<file path="src/rtl/lz77_decoder_param_pkg.sv">
// Shared definitions for the LZ77 decoder: FSM state encoding and
// default parameter values used by the top and the search buffer.
package lz77_decoder_param_pkg;

  localparam int         DEF_DATA_W   = 8;
  localparam int         DEF_DEPTH    = 16;
  localparam logic [7:0] DEF_END_CHAR = 8'h24;

  typedef enum logic [1:0] {
    IDLE = 2'd0,
    EMIT = 2'd1,
    DONE = 2'd2
  } state_t;

endpackage

</file>
<file path="src/rtl/lz77_search_buf.sv">
// Search buffer: a DEPTH-entry shift register of decoded characters with a
// single indexed read port. Entry 0 always holds the most recent character.
module lz77_search_buf #(
  parameter int DATA_W = 8,
  parameter int DEPTH  = 16,
  parameter int POS_W  = 4
) (
  input  logic              clk,
  input  logic              reset,
  input  logic              shift_en,
  input  logic [DATA_W-1:0] din,
  input  logic [POS_W-1:0]  rd_idx,
  output logic [DATA_W-1:0] rd_data
);

  logic [DEPTH-1:0][DATA_W-1:0] ent;

  // Shift in the newest character at entry 0; reset clears every entry.
  always_ff @(posedge clk or negedge reset) begin
    if (!reset)        ent <= '0;
    else if (shift_en) ent <= {ent[DEPTH-2:0], din};
  end

  // Out-of-range indices can only exist when DEPTH is not a power of two.
  generate
    if ((1 << POS_W) > DEPTH) begin : g_guard
      localparam logic [POS_W:0] DEPTH_C = (POS_W+1)'(DEPTH);
      assign rd_data = ({1'b0, rd_idx} < DEPTH_C) ? ent[rd_idx] : '0;
    end else begin : g_direct
      assign rd_data = ent[rd_idx];
    end
  endgenerate

endmodule

</file>
<file path="src/rtl/lz77_decoder_param.sv">
// LZ77 decoder: accepts (pos, len, char) triples, emits len characters copied
// from the search buffer followed by the literal char. A literal END_CHAR
// ends the stream and parks the FSM in DONE until reset.
module lz77_decoder_param
  import lz77_decoder_param_pkg::*;
#(
  parameter int                DATA_W   = DEF_DATA_W,
  parameter int                DEPTH    = DEF_DEPTH,
  parameter int                POS_W    = $clog2(DEPTH),
  parameter int                LEN_W    = 4,
  parameter logic [DATA_W-1:0] END_CHAR = DATA_W'(DEF_END_CHAR)
) (
  input  logic              clk,
  input  logic              reset,
  input  logic              code_valid,
  output logic              code_ready,
  input  logic [POS_W-1:0]  code_pos,
  input  logic [LEN_W-1:0]  code_len,
  input  logic [DATA_W-1:0] chardata,
  output logic              out_valid,
  input  logic              out_ready,
  output logic [DATA_W-1:0] out_data,
  output logic              finish,
  output logic              pos_err
);

  state_t              state_q, state_d;
  logic [POS_W-1:0]    pos_q;
  logic [LEN_W-1:0]    len_q, cnt_q;
  logic [DATA_W-1:0]   char_q;
  logic [DATA_W-1:0]   rd_data, ld_val;
  logic                out_end;
  logic                accept, load, is_last, pos_over;

  // Held low while reset is asserted, not just once the state resets.
  assign code_ready = reset && (state_q == IDLE);
  assign accept     = code_valid && code_ready;
  assign is_last    = (cnt_q == len_q);
  assign ld_val     = is_last ? char_q : rd_data;

  generate
    if ((1 << POS_W) > DEPTH) begin : g_pos_chk
      localparam logic [POS_W:0] DEPTH_C = (POS_W+1)'(DEPTH);
      assign pos_over = ({1'b0, code_pos} >= DEPTH_C);
    end else begin : g_pos_ok
      assign pos_over = 1'b0;
    end
  endgenerate

  lz77_search_buf #(
    .DATA_W (DATA_W),
    .DEPTH  (DEPTH),
    .POS_W  (POS_W)
  ) u_buf (
    .clk      (clk),
    .reset    (reset),
    .shift_en (load),
    .din      (ld_val),
    .rd_idx   (pos_q),
    .rd_data  (rd_data)
  );

  // State register.
  always_ff @(posedge clk or negedge reset) begin
    if (!reset) state_q <= IDLE;
    else        state_q <= state_d;
  end

  // Next state and load strobe; a load happens whenever the output slot is free.
  always_comb begin
    state_d = state_q;
    load    = 1'b0;
    case (state_q)
      IDLE: if (accept) state_d = EMIT;
      EMIT: begin
        if (!out_valid || out_ready) begin
          load = 1'b1;
          if (is_last) state_d = (char_q == END_CHAR) ? DONE : IDLE;
        end
      end
      DONE:    state_d = DONE;
      default: state_d = IDLE;
    endcase
  end

  // Triple capture, emit counter and sticky position error.
  always_ff @(posedge clk or negedge reset) begin
    if (!reset) begin
      pos_q   <= '0;
      len_q   <= '0;
      char_q  <= '0;
      cnt_q   <= '0;
      pos_err <= 1'b0;
    end else if (accept) begin
      pos_q  <= pos_over ? '0 : code_pos;
      len_q  <= code_len;
      char_q <= chardata;
      cnt_q  <= '0;
      if (pos_over) pos_err <= 1'b1;
    end else if (load && !is_last) begin
      cnt_q <= cnt_q + 1'b1;
    end
  end

  // Output register; out_end marks a literal END_CHAR so a copied one
  // never raises finish.
  always_ff @(posedge clk or negedge reset) begin
    if (!reset) begin
      out_valid <= 1'b0;
      out_data  <= '0;
      out_end   <= 1'b0;
      finish    <= 1'b0;
    end else begin
      if (load) begin
        out_valid <= 1'b1;
        out_data  <= ld_val;
        out_end   <= is_last && (char_q == END_CHAR);
      end else if (out_ready) begin
        out_valid <= 1'b0;
      end
      if (out_valid && out_ready && out_end) finish <= 1'b1;
    end
  end

endmodule

</file>
<file path="config.mk">
export PLATFORM = sky130hd
export DESIGN_NAME = lz77_decoder_param
export DESIGN_NICKNAME = d
export VERILOG_FILES = /design/src/rtl/lz77_decoder_param_pkg.sv /design/src/rtl/lz77_search_buf.sv /design/src/rtl/lz77_decoder_param.sv
export SDC_FILE = /design/constraint.sdc
export NUM_CORES = 1
export LEC_CHECK = 0
export BUFFER_PORTS_ARGS = -buffer_cell sky130_fd_sc_hd__buf_2
export CORE_MARGIN = 2
export CORE_UTILIZATION = 50
export DETAILED_ROUTE_END_ITERATION = 12
export PLACE_DENSITY = 0.67
export SYNTH_ARGS = -nofsm -noshare
export SYNTH_HDL_FRONTEND = slang
export SYNTH_SLANG_ARGS = --single-unit
</file>
<file path="constraint.sdc">
create_clock -name clk -period 2.51 [get_ports clk]
set_input_delay 0.3765 -clock clk [delete_from_list [all_inputs] [get_ports clk]]
set_output_delay 0.3765 -clock clk [all_outputs]
set_load 0.03 [all_outputs]
</file>
# ---- After elaboration in Yosys (flattened, before gate mapping)
# Cells that the tools add are included.
dict set report totals {
  in_bits 20
  elab_cells 60
  out_inout_bits 12
  register_bits 153
}
dict set report op_classes {
  n_reduce_logical 13
  eq_ne 7
  order_cmp 1
  muxes 14
  n_addsub 1
}
# operator n
set ops {}
lappend ops {{$bmux 8 s4} 1}
lappend ops {{$mux 8} 2}
lappend ops {{$eq 8x6->1 const B} 1}
lappend ops {{$mux 2} 4}
lappend ops {{$mux 4} 2}
lappend ops {{$logic_and 1x1->1} 6}
lappend ops {{$ne 2x2->1 const B} 3}
lappend ops {{$pmux 2 s3} 1}
lappend ops {{$lt 4x5->1 const B} 1}
lappend ops {{$add 4x1->4 const B} 1}
lappend ops {{$eq 4x4->1} 1}
lappend ops {{$mux 1} 4}
lappend ops {{$reduce_bool 2->1} 2}
lappend ops {{$reduce_and 3->1} 1}
lappend ops {{$eq 2x1->1 const B} 1}
lappend ops {{$eq 2x2->1 const B} 1}
lappend ops {{$logic_not 1->1} 2}
lappend ops {{$logic_not 2->1} 1}
lappend ops {{$logic_or 1x1->1} 1}

# ---- Longest topological paths before layout
dict set report depth {
  word_depth 7
  mapped_depth 8
  depth_no_buf 5
}

# ---- Modules after synthesis
# Synthesis repeated with hierarchy kept, for this count alone.
dict set report hier_totals {
  hier_cells 482
  hier_area_um2 7240.7
}
# mod cells_per_inst area_each_um2 instances
set modules_own_cells {}
lappend modules_own_cells {lz77_search_buf 340 5749.3 1}
lappend modules_own_cells {lz77_decoder_param 142 1491.4 1}

# ---- Worst setup path before layout
# Ideal clock, no wire load.
dict set report synth_path {
  path_type {register -> register}
  start {reg state_q[0]}
  end {reg char_q[0]}
  setup_ns 0.125
  path_buffers 1
  arrival_time_ns 2.002
  t_required_ns 2.385
  path_stages_with_launch 5
  synth_period_minus_slack_ns 2.127
  setup_slack_ns 0.383
  cell_sequence {dfrtp_1 > nor3b_1 > and2_1 > buf_2 > mux2_2}
}
dict set report synth_via {
  elab_chain_cells 3
}
# element line
set synth_rtl {}
lappend synth_rtl {{start: declaration} lz77_decoder_param.sv:27} ;# state_t state_q, state_d;
lappend synth_rtl {{start signal: assignment} lz77_decoder_param.sv:66} ;# else state_q <= state_d;
lappend synth_rtl {{$logic_not 2->1} lz77_decoder_param.sv:36} ;# assign code_ready = reset && (state_q == IDLE);
lappend synth_rtl {{$logic_and 1x1->1} lz77_decoder_param.sv:36}
lappend synth_rtl {{via code_ready} lz77_decoder_param.sv:16} ;# output logic code_ready,
lappend synth_rtl {{$logic_and 1x1->1} lz77_decoder_param.sv:37} ;# assign accept = code_valid && code_ready;
lappend synth_rtl {{end signal: assignment} lz77_decoder_param.sv:97} ;# char_q <= chardata;
lappend synth_rtl {{end: declaration} lz77_decoder_param.sv:30} ;# logic [DATA_W-1:0] char_q;
# The timed path passes the listed nets, and every way through them passes these cells.
# A chain may end at the register's enable or synchronous reset.

# ---- Worst setup path in the final report
dict set report layout_path {
  start {reg pos_q[0]}
  end {reg u_buf.ent[3] (netlist name)}
}
dict set report layout_via {
  elab_chain_cells 3
}
# element line
set layout_rtl {}
lappend layout_rtl {{start: declaration} lz77_decoder_param.sv:28} ;# logic [POS_W-1:0] pos_q;
lappend layout_rtl {{start signal: assignment} lz77_decoder_param.sv:95} ;# pos_q <= pos_over ? '0 : code_pos;
lappend layout_rtl {{$bmux 8 s4} lz77_search_buf.sv:30} ;# assign rd_data = ent[rd_idx];
lappend layout_rtl {{$mux 8 (implied by the code)} lz77_search_buf.sv:30}
lappend layout_rtl {{$mux 8} lz77_decoder_param.sv:39} ;# assign ld_val = is_last ? char_q : rd_data;
lappend layout_rtl {{end signal: assignment} lz77_search_buf.sv:21} ;# else if (shift_en) ent <= {ent[DEPTH-2:0], din};
lappend layout_rtl {{end: declaration} lz77_search_buf.sv:16} ;# logic [DEPTH-1:0][DATA_W-1:0] ent;
# No other way between the ends. The select of a mux whose other input is x is not followed.

==> results.txt <==
Vias in the first global route = 4076
Main flop type after synthesis = dfrtp_1
Comb pwr share = 0.382
CP Launch Type = register
Post-CTS Resized = 0
Critical Path AT = 2.20 ns
Worst reg2reg setup slack = 0.61 ns
Number of I/O port buffers = 30
Reg2reg path depth = 5
Core Rows = 43
Core outline area = 13800 um^2
Wire per inst = 19.4 um
Largest net degree at the start of global routing = 154
H-Tree Depth = 4
Synth unique cells = 39
Layout cells sized above 1 = 0.445
I/O pin total = 32
Post-synthesis average cell area = 15.1 um^2
Most numerous cell in the Yosys netlist = dfrtp_1
Net Switching = 0.00345 W
Top cells by count, synth = dfrtp_1, mux2_2, nor2_1
Clk root buf = clkbuf_16
DRC = 0
CTS Buf Count = 17
CP Cell Sequence = buf_12 > mux4_1 > a22oi_1 > o311ai_1 > a22o_1
# clock sinks = 153
Max-cap viol count = 0
Setup Buffers After CTS = 0
Lkg Pwr = 3.66 nW
Worst r2r src = pos_q[0]
Die H = 122 um
DRT Pass-1 Iters = 4
Worst min path class = in -> async
DP HPWL = 8020 um
Worst R2R End = u_buf.ent[3]
Synth Register Bits = 153
Reg clk slew, reported paths = 0.06 ns
Final wirelength = 13100 um
Clock Skews = 0.0172 ns
Post-route ant nets = 0
Total gr overflow = 0
Synth warnings = 0
P&R area growth vs syn = 11.8%
Starting DRT DRC Count = 224
Pwr/cell area = 1350 nW/um^2
Final min period = 1.90 ns
Setup TNS Final = 0 ns
Register area share after synthesis = 0.549
CP required = 2.81 ns
Switching Share = 0.329
Routed vias/inst = 5.79
# fillers = 1122
Final period util = 0.756
CTS max path bufs = 2
First-pass GRT wire length = 21700 um
Top-area cell type share of the netlist area = 0.549
Max Slew Vio Count = 0
Syn nets = 483
Post-synth EDFFs = 0
Peak supply drop = 803 uV
Clk_lat worst skew = 0.43 ns
RSZ-0062 raised after global routing = no
Clock group share of total power = 0.213
Peak fanout along the critical path = 36
Synth async-reset ratio = 1.00
CP Capture Point = u_buf.ent[3]
Max Clk Rate = 527 MHz
Pint = 0.00705 W
CTS tree = done
Initial core utilization = 0.506
Chip Width = 122 um
Vias = 3920
Post-Synthesis Cells = 462
Diodes inserted = 0
Status = finished, final reports clean
Initial antenna violation count = 0
Final setup fails = 0
Reg power frac = 0.405
Final-stage net count = 506
Crit. Startpoint = pos_q[0]
Die area = 14900 um^2
Total global routing track utilization = 0.194
Slew margin rel. = 0.466
Critical-path top delay cell = mux4_1
Gpl congestion = 0.717
Post-synth top area cell = dfrtp_1
Dpl ws = 0.629 ns
Crit. End Element = register
CTS Hold Bufs = 0
CP peak stage delay = 0.58 ns
Final worst slack = 0.612 ns
Worst slew pin tran = 0.801 ns
Setup CP Type = reg -> reg
Synth Cell Area = 6970 um^2
Final hold violations = 0
Ranking of synthesized cells by area = dfrtp_1, mux2_2, mux4_1
## stage by stage
stage / total power, W / std cells / hold slack, ns / utilization / instance area (um^2)
floorplan: 0.00733 / 462 / 0.0809 / - / 6970
global placement: 0.00816 / 646 / 0.447 / 0.529 / 7280
detailed placement: 0.00834 / 646 / 0.472 / 0.529 / 7280
CTS: 0.0106 / 677 / 0.155 / 0.566 / 7790
global route: 0.0112 / 677 / 0.165 / 0.566 / 7790
finish: 0.0105 / 677 / 0.0960 / 0.566 / 7790
## final cells by class
cell class	count	area [um^2]	share of cell area
tap	180	225	0.0289
multi-input combinational	270	2910	0.374
clock inverter	3	15.0	0.00193
clock buffer	28	497	0.0637
sequential	153	3830	0.491
timing repair buffer	43	317	0.0406
## worst min path at each step
stage               startpoint         to  slack [ns]  depth (start not counted)
floorplan                reset  char_q[0]        0.08                          0
global placement        finish     finish        0.45                          1
detailed placement      finish     finish        0.47                          1
CTS                      reset   cnt_q[1]        0.16                          2
global route             reset   cnt_q[1]        0.17                          2
finish                   reset   cnt_q[0]         0.1                          2
## cell usage in the layout (no fill, tap or decap), drive strengths merged, types with 3 or more instances in the layout
cell / instances
clkinv: 3
a22oi: 8
nor2: 21
mux2: 144
nand2: 4
a22o: 8
clkbuf: 28
o311ai: 8
nor2b: 12
a221oi: 8
mux4: 24
xnor2: 7
buf: 43
dfrtp: 153
## worst max-delay path, delay by kind of cell, from the launching register on
kind / cells / cell delay (ns)
compound gates: 3 / 0.55
mux: 1 / 0.58
flops: 1 / 0.37
buf+inv: 1 / 0.25
## logic make-up after synthesis
logic type / count (synthesis) / synth area share
other: 1 / 0.000538
muxes: 168 / 0.319
AOI/OAI and AO/OA: 41 / 0.0481
DFF: 153 / 0.549
xor gates and xnor gates: 7 / 0.00880
adders and majority gates: 1 / 0.00179
and+or+nand+nor: 52 / 0.0388
buffers and inverters: 39 / 0.0339
## sequential cells by signal, summed over array words and instances (netlist names), 2 cells and up
signal and count:
u_buf.ent 128, cnt_q 4, state_q 2, char_q 8
len_q 4, pos_q 4
## per-layer routing
| metal | routed length, um | global-route usage | vias up | share of wire |
|---|---|---|---|---|
| met5 | 0 | 0 | - | 0 |
| met4 | 80 | 0.0596 | 0 | 0.0061 |
| met3 | 536 | 0.0585 | 4 | 0.041 |
| met2 | 6460 | 0.298 | 60 | 0.49 |
| met1 | 6060 | 0.268 | 2074 | 0.46 |
| li1 | - | - | 1782 | - |
## power groups by stage
| stage | combinational [W] | clock, W | sequential (W) |
|---|---|---|---|
| after floorplan | 0.00334 | 0 | 0.00399 |
| after global placement | 0.00392 | 0 | 0.00424 |
| after detailed placement | 0.00405 | 0 | 0.00429 |
| after CTS | 0.00407 | 0.00230 | 0.00425 |
| after global routing | 0.00436 | 0.00242 | 0.00440 |
| final | 0.00401 | 0.00224 | 0.00425 |
Note: power is estimated with default switching activity, not from simulation.
